--- config.mk ---
export PLATFORM = sky130hd
export DESIGN_NAME = lsu_wb
export DESIGN_NICKNAME = d
export VERILOG_FILES = /design/src/rtl/lsu_pkg.sv /design/src/rtl/lsu_timeout_ctr.sv /design/src/rtl/lsu_wb.sv
export SDC_FILE = /design/constraint.sdc
export NUM_CORES = 1
export LEC_CHECK = 0
export ABC_AREA = 0
export ABC_CLOCK_PERIOD_IN_PS = 3900
export BUFFER_PORTS_ARGS = -buffer_cell sky130_fd_sc_hd__buf_2
export CAP_MARGIN = 20
export CORE_MARGIN = 2
export CORE_UTILIZATION = 30
export CTS_CLUSTER_SIZE = 40
export DETAILED_ROUTE_END_ITERATION = 6
export GPL_ROUTABILITY_DRIVEN = 0
export SLEW_MARGIN = 20
export SYNTH_ARGS = -nofsm -noshare
export SYNTH_HDL_FRONTEND = slang
export SYNTH_SLANG_ARGS = --single-unit
export TNS_END_PERCENT = 50
--- constraint.sdc ---
create_clock -name clk -period 3.9 [get_ports clk]
set_input_delay 0.195 -clock clk [delete_from_list [all_inputs] [get_ports clk]]
set_output_delay 0.195 -clock clk [all_outputs]
set_load 0.03 [all_outputs]
--- src/rtl/lsu_pkg.sv ---
// Shared types and constants for the load/store + writeback stage.
package lsu_pkg;
    localparam int XLEN      = 32;
    localparam int REG_IDX_W = 5;

    // Low address bits that must be zero for a word access.
    localparam logic [XLEN-1:0] ADDR_ALIGN_MASK = 32'h0000_0003;

    typedef enum logic {
        IDLE = 1'b0,
        REQ  = 1'b1
    } lsu_state_e;
endpackage

--- src/rtl/lsu_timeout_ctr.sv ---
// Cycle counter used to bound the wait for a data-memory acknowledge.
module lsu_timeout_ctr #(
    parameter int LIMIT = 16
) (
    input  logic clk,
    input  logic rst,
    input  logic i_clr,
    input  logic i_en,
    output logic o_expired
);
    localparam int CNT_W = $clog2(LIMIT + 1);

    logic [CNT_W-1:0] r_cnt;

    // Expires on the LIMIT-th enabled cycle after a clear.
    assign o_expired = (r_cnt == CNT_W'(LIMIT - 1));

    always_ff @(posedge clk or posedge rst) begin
        if (rst)
            r_cnt <= '0;
        else if (i_clr)
            r_cnt <= '0;
        else if (i_en && !o_expired)
            r_cnt <= r_cnt + 1'b1;
    end
endmodule

--- src/rtl/lsu_wb.sv ---
// Load/store and writeback stage: one ALU op per handshake, word memory access, 1-cycle writeback.
// Optional LSU_TIMEOUT_EN bounds the wait for dmem_ack to TIMEOUT_CYCLES.
module lsu_wb
    import lsu_pkg::*;
#(
    parameter int TIMEOUT_CYCLES = 16
) (
    input  logic                 clk,
    input  logic                 rst,
    input  logic                 alu_valid,
    output logic                 alu_ready,
    input  logic [XLEN-1:0]      alu_result,
    input  logic [XLEN-1:0]      alu_mem_addr,
    input  logic [XLEN-1:0]      alu_store_data,
    input  logic                 alu_load,
    input  logic                 alu_store,
    input  logic                 alu_reg_we,
    input  logic [REG_IDX_W-1:0] alu_rd,
    output logic                 dmem_req,
    output logic                 dmem_we,
    output logic [XLEN-1:0]      dmem_addr,
    output logic [XLEN-1:0]      dmem_wdata,
    input  logic                 dmem_ack,
    input  logic [XLEN-1:0]      dmem_rdata,
    output logic                 wb_valid,
    output logic                 wb_we,
    output logic [REG_IDX_W-1:0] wb_rd,
    output logic [XLEN-1:0]      wb_data,
    output logic                 lsu_err
);
    if (TIMEOUT_CYCLES < 1) begin : g_bad_timeout
        $error("lsu_wb: TIMEOUT_CYCLES must be >= 1");
    end

    lsu_state_e           r_state, w_state_nxt;
    logic                 r_dmem_we;
    logic [XLEN-1:0]      r_dmem_addr, r_dmem_wdata, r_wb_data;
    logic [REG_IDX_W-1:0] r_rd, r_wb_rd;
    logic                 r_wb_valid, r_wb_we, r_lsu_err;
    logic                 w_accept, w_is_mem, w_bad, w_start, w_ack, w_timeout;

    assign alu_ready  = (r_state == IDLE);
    assign dmem_req   = (r_state == REQ);
    assign dmem_we    = r_dmem_we;
    assign dmem_addr  = r_dmem_addr;
    assign dmem_wdata = r_dmem_wdata;
    assign wb_valid   = r_wb_valid;
    assign wb_we      = r_wb_we;
    assign wb_rd      = r_wb_rd;
    assign wb_data    = r_wb_data;
    assign lsu_err    = r_lsu_err;

    assign w_accept = alu_valid & alu_ready;
    assign w_is_mem = alu_load | alu_store;
    // Load+store together is as unusable as a misaligned address.
    assign w_bad    = w_is_mem & (((alu_mem_addr & ADDR_ALIGN_MASK) != '0) | (alu_load & alu_store));
    assign w_start  = w_accept & w_is_mem & ~w_bad;
    assign w_ack    = (r_state == REQ) & dmem_ack;

`ifdef LSU_TIMEOUT_EN
    logic w_expired;

    lsu_timeout_ctr #(.LIMIT(TIMEOUT_CYCLES)) u_timeout (
        .clk       (clk),
        .rst       (rst),
        .i_clr     (w_start),
        .i_en      (r_state == REQ),
        .o_expired (w_expired)
    );

    // An ack on the final cycle still completes the access.
    assign w_timeout = (r_state == REQ) & w_expired & ~dmem_ack;
`else
    assign w_timeout = 1'b0;
`endif

    always_comb begin
        w_state_nxt = r_state;
        case (r_state)
            IDLE: if (w_start) w_state_nxt = REQ;
            REQ:  if (w_ack || w_timeout) w_state_nxt = IDLE;
            default: w_state_nxt = IDLE;
        endcase
    end

    always_ff @(posedge clk or posedge rst) begin
        if (rst) r_state <= IDLE;
        else     r_state <= w_state_nxt;
    end

    always_ff @(posedge clk or posedge rst) begin
        if (rst) begin
            r_dmem_we    <= 1'b0;
            r_dmem_addr  <= '0;
            r_dmem_wdata <= '0;
            r_rd         <= '0;
        end else if (w_start) begin
            r_dmem_we    <= alu_store;
            r_dmem_addr  <= alu_mem_addr & ~ADDR_ALIGN_MASK;
            r_dmem_wdata <= alu_store_data;
            r_rd         <= alu_rd;
        end
    end

    always_ff @(posedge clk or posedge rst) begin
        if (rst) begin
            r_wb_valid <= 1'b0;
            r_wb_we    <= 1'b0;
            r_wb_rd    <= '0;
            r_wb_data  <= '0;
            r_lsu_err  <= 1'b0;
        end else begin
            r_wb_valid <= 1'b0;
            r_wb_we    <= 1'b0;
            r_lsu_err  <= (w_accept & w_bad) | w_timeout;
            if (w_accept && !w_is_mem && alu_reg_we) begin
                r_wb_valid <= 1'b1;
                r_wb_we    <= (alu_rd != '0);
                r_wb_rd    <= alu_rd;
                r_wb_data  <= alu_result;
            end else if (w_ack && !r_dmem_we) begin
                r_wb_valid <= 1'b1;
                r_wb_we    <= (r_rd != '0);
                r_wb_rd    <= r_rd;
                r_wb_data  <= dmem_rdata;
            end
        end
    end
endmodule

; Word level (Yosys, flattened, before mapping)
; Index checks and enable logic that the tools add are counted.
[word_totals]
ff_bits = 109
inputBits = 140
output_inout_bits = 107
elab_cells = 41
[classes]
mux = 11
bitwise = 11
n_reduce_logical = 9
[ops]
columns = op, n
row1 = 2-to-1 mux 32 bit, 2
row2 = nonzero test 32 bit, 1
row3 = 2-to-1 mux 5 bit, 2
row4 = nonzero test 5 bit, 2
row5 = bitwise AND 1 bit, 7
row6 = 2-to-1 mux 1 bit, 6
row7 = logical AND 1 bit, 3
row8 = logical NOT 1 bit, 2
row9 = inverter 1 bit, 2
row10 = OR 1 bit, 2
row11 = one-hot mux 1 bit (2 select lines), 1
row12 = nonzero test 2 bit, 1

; Longest topological paths before layout
[logic_depth]
word_depth = 7
ltp_mapped = 6
ltp_nobuf = 3

; Least setup slack after synthesis
; OpenSTA, ideal clock, no wires.
[synth_path]
kind = register -> register
startpoint = reg r_state (netlist: dmem_req)
endpoint = reg r_dmem_addr[21] (netlist: dmem_addr[21])
setup_ps = 125
t_arrival_ps = 1857
required_ps = 3775
slack_ps = 1918
path_stages_with_launch = 7
n_path_buf = 3
period_less_slack_ps = 1982
path_cell_list = dfrtp_1 nand2b_4 or4_4 buf_6 buf_6 buf_6 mux2_4
[synth_via]
elab_chain_len = 4
[synth_rtl]
columns = element, line_no
row1 = start: declaration, lsu_wb.sv:35  ; lsu_state_e r_state, w_state_nxt;
row2 = start signal: assignment, lsu_wb.sv:88  ; else r_state <= w_state_nxt;
row3 = inverter 1 bit, lsu_wb.sv:42  ; assign alu_ready = (r_state == IDLE);
row4 = bitwise AND 1 bit, lsu_wb.sv:53  ; assign w_accept = alu_valid & alu_ready;
row5 = bitwise AND 1 bit (2 in a row), lsu_wb.sv:57  ; assign w_start = w_accept & w_is_mem & ~w_bad;
row6 = end signal: assignment, lsu_wb.sv:99  ; r_dmem_addr <= alu_mem_addr & ~ADDR_ALIGN_MASK;
row7 = end: declaration, lsu_wb.sv:37  ; logic [XLEN-1:0] r_dmem_addr, r_dmem_wdata, r_wb_data;
; Every way passes these cells.
; A chain may end at the register's enable or synchronous reset.

; Final worst setup path
[layout_path]
startpoint = reg r_state (netlist: dmem_req)
endpoint = reg r_wb_data[3] (netlist: wb_data[3])
[layout_via]
elab_chain_len = 5
word_cells_on_any_way = 8
classes_between = mux (1) / bitwise (3) / reduce/logical (4)
[layout_rtl]
columns = element, line_no
row1 = inverter 1 bit, lsu_wb.sv:42
row2 = bitwise AND 1 bit, lsu_wb.sv:53
row3 = logical AND 1 bit (2 in a row), lsu_wb.sv:116  ; if (w_accept && !w_is_mem && alu_reg_we) begin
row4 = 2-to-1 mux 32 bit or nonzero test 2 bit (tied branches), --
row5 = end signal: assignment, lsu_wb.sv:120  ; r_wb_data <= alu_result;
row6 = end signal: assignment, lsu_wb.sv:125  ; r_wb_data <= dmem_rdata;
row7 = end: declaration, lsu_wb.sv:37
; Several ways; a longest one is shown, not always the timed one.

==> impl_metrics.ini <==
[timing]
worst_pin_slew_ps = 959
layout_setup_ws_ps = 1580
max_clock_freq_ghz = 0.432
hold_viol_final = 0
post-route-period-util_pct = 59.4
rsz0062_at_grt = false
finalSetupViolCount = 0
fin_crit_ps = 2320
hold_ws_ps = 55.9
relSlewSlack_pct = 36.1
fin_setup_tns_ps = 0
finalClockSkew_ps = 6.36
slew_violations = 0

[route]
wl_per_cell_um = 15.4
detail_route.iter0.violations = 153
drt-pass1-iter-count = 4
vias = 3619
wl_mm = 11.8
ant_nets = 0
vias_per_cell = 4.74
drc = 0

[grt]
grt_first_pass_wirelength_mm = 17.8
grt_usage_pct = 13.8
grt_max_degree = 70
grt_antenna_before_repair = 0
grt-ovfl-total = 0
grt_pass1_vias = 3567

[cells_and_area]
drive_above_1_share_pct = 58.8
diodes = 0
final_cell_mix = 244 x buf_2, 109 x dfrtp_1, 59 x mux2_2
final_common_cell = buf_2
seqCellArea_um2 = 2730
multi_input_area_um2 = 1590
fin_nets = 710
area_growth_pct = 36.6
fill_cells = 1441

[worst_setup_path]
path_cells = nor4b_2 > buf_4 > and2_1 > buf_4 > a221o_1
setup.worst_path.end = wb_data[3]
r2r_slack_ps = 1580
crit_top_cell = buf_4
worst-setup-path-type = flop to flop
startpoint_type = flop
reg2reg_depth = 5
worst_r2r_endpoint = wb_data[3]
worstPathRequired_ps = 4180
cp.arrival_ps = 2590
end_kind = flop
critPathLaunch = dmem_req
r2r_start = dmem_req
path_max_fanout = 39
slowest_delay_ps = 450
slowest_stage = buf_4

[synth]
postSynthCellCount = 338
async_flop_share_pct = 100
ys_ff_latch = 109
ys_seq_area_share_pct = 59.3
ys_top_cells_by_area = dfrtp_1 59%, mux2_2 14%, a221o_1 7.6%, a211oi_1 5.7%, inv_1 3.0%
syn_avg_cell_area_um2 = 13.6
synth_top_cell_by_area = dfrtp_1
synth_edf_count = 0
synth_top_area_share_pct = 59.3
synth_ff_type = dfrtp_1
netlist_area_um2 = 4600
ys_warn_count = 0
ys_types = 26

[power]
pwr_density_cell_nw_per_um2 = 670
sw_frac_of_total_pct = 38.8
ir_worst_vdd_mv = 0.228
p_switching_uw = 1630
total_power_uw = 4210
p_int_uw = 2580
seqPwrFrac_pct = 38.9
combPwrFrac_pct = 38.7
power.leakage_uw = 0.00325
power_frac_clock_pct = 22.4

[min_path]
hp-class = input pin to flop

[floorplanning]
die_w_um = 128
io_pins = 247
die-area_um2 = 16300
initial_utilization_pct = 30.5
core_um2 = 15100
rows = 45
die_h_um = 128

[placement]
io_buffer_count = 244
pre_cts_ws_ps = 1570
hpwl_mm = 8.47

[clocking]
clock_latency_ps = 350
clk_root_buffer_cell = clkbuf_16
clkSlewWorstSetupHoldPaths_ps = 70
htreeDepth = 3
cts_tree = built
cts_made_buffers = 9
clk_path_buf_depth = 2
cts_sinks = 109
cts_resized = 0

[run]
maxCapViolations = 0

[status]
status = completed
==> cell type report <==
type	instances	share of cell area [%]
clock buffers	11	3.86
flip-flops and latches	109	43.4
repair buffers	250	20.4
well taps	188	3.74
clock inverters	5	1.08
multi-input cells	163	25.3
inverters	37	2.25
==> worst min-delay path by stage <==
stage                   start        endpoint  slack [ps]  cells after the start
6_report             dmem_ack        dmem_req          60                      2
5_1_grt        alu_result[13]     wb_data[13]          60                      2
4_1_cts              dmem_ack        dmem_req          30                      2
3_5_place_dp              rst  dmem_wdata[30]         380                      2
3_3_place_gp              rst  dmem_wdata[23]         360                      2
2_1_floorplan        dmem_ack        dmem_req         290                      1
==> sequential cells by signal, summed over array words and instances, names as in the netlist <==
name and count:
dmem_wdata 32, wb_data 32, dmem_addr 30, r_rd 5, wb_rd 5, dmem_req 1, dmem_we 1, lsu_err 1
wb_valid 1, wb_we 1
==> power groups by stage <==
stage	registers, uW	logic (uW)	clock network (uW)
global placement	1650	1620	0
global route	1680	1730	1020
finish	1640	1630	945
detailed placement	1660	1640	0
CTS	1640	1650	985
floorplan	2300	461	0
==> per-stage QoR <==
step	utilization, %	std cells	area [um^2]
after CTS	41.6	763	6280
after global routing	41.6	763	6280
after detailed placement	39.5	746	5960
after global placement	39.5	746	5960
final	41.6	763	6280
after floorplan	-	339	4600
==> kinds of logic (layout without fill, tap and decap cells) <==
kind of cell | after synthesis | count (layout) | share of synthesized area (%)
AO/OA/AOI/OAI | 80 | 80 | 14.7
other | 1 | 2 | 0.0815
multiplexers | 68 | 68 | 17.4
buffers and inverters | 67 | 303 | 6.42
XOR/XNOR | 1 | 1 | 0.190
flip-flops | 109 | 109 | 59.3
AND/OR/NAND/NOR | 12 | 12 | 1.93
==> cell usage after synthesis (2+ instances only) <==
library cell    n
clkbuf_1       14
inv_1          37
a211oi_1       35
a32oi_1         2
buf_6           3
nand2_1         3
mux2_4          9
or4_1           2
o21ai_0         5
mux2_2         59
dfrtp_1       109
a221o_1        35
buf_4           2
buf_2          11
==> worst max-delay path, delay by kind of cell (launching register included) <==
family	cells	cell delay, ps
buf+inv	2	830
simple gates	2	750
flops	1	440
compound gates	1	210
==> repair_timing <==
| action | CTS | global route |
|---|---|---|
| hold endpoints to repair | 5 | 0 |
| buffers inserted | 0 | 0 |
| hold buffers | 1 | 0 |
==> per-layer routing <==
metal	routed length, um	up-vias	global-route usage [%]
met5	0	-	0
met4	245	0	6.40
met3	840	17	2.84
met2	5640	167	23.1
met1	5050	1721	17.3
li1	-	1714	-
No activity file was read; power rests on OpenSTA's default activity.
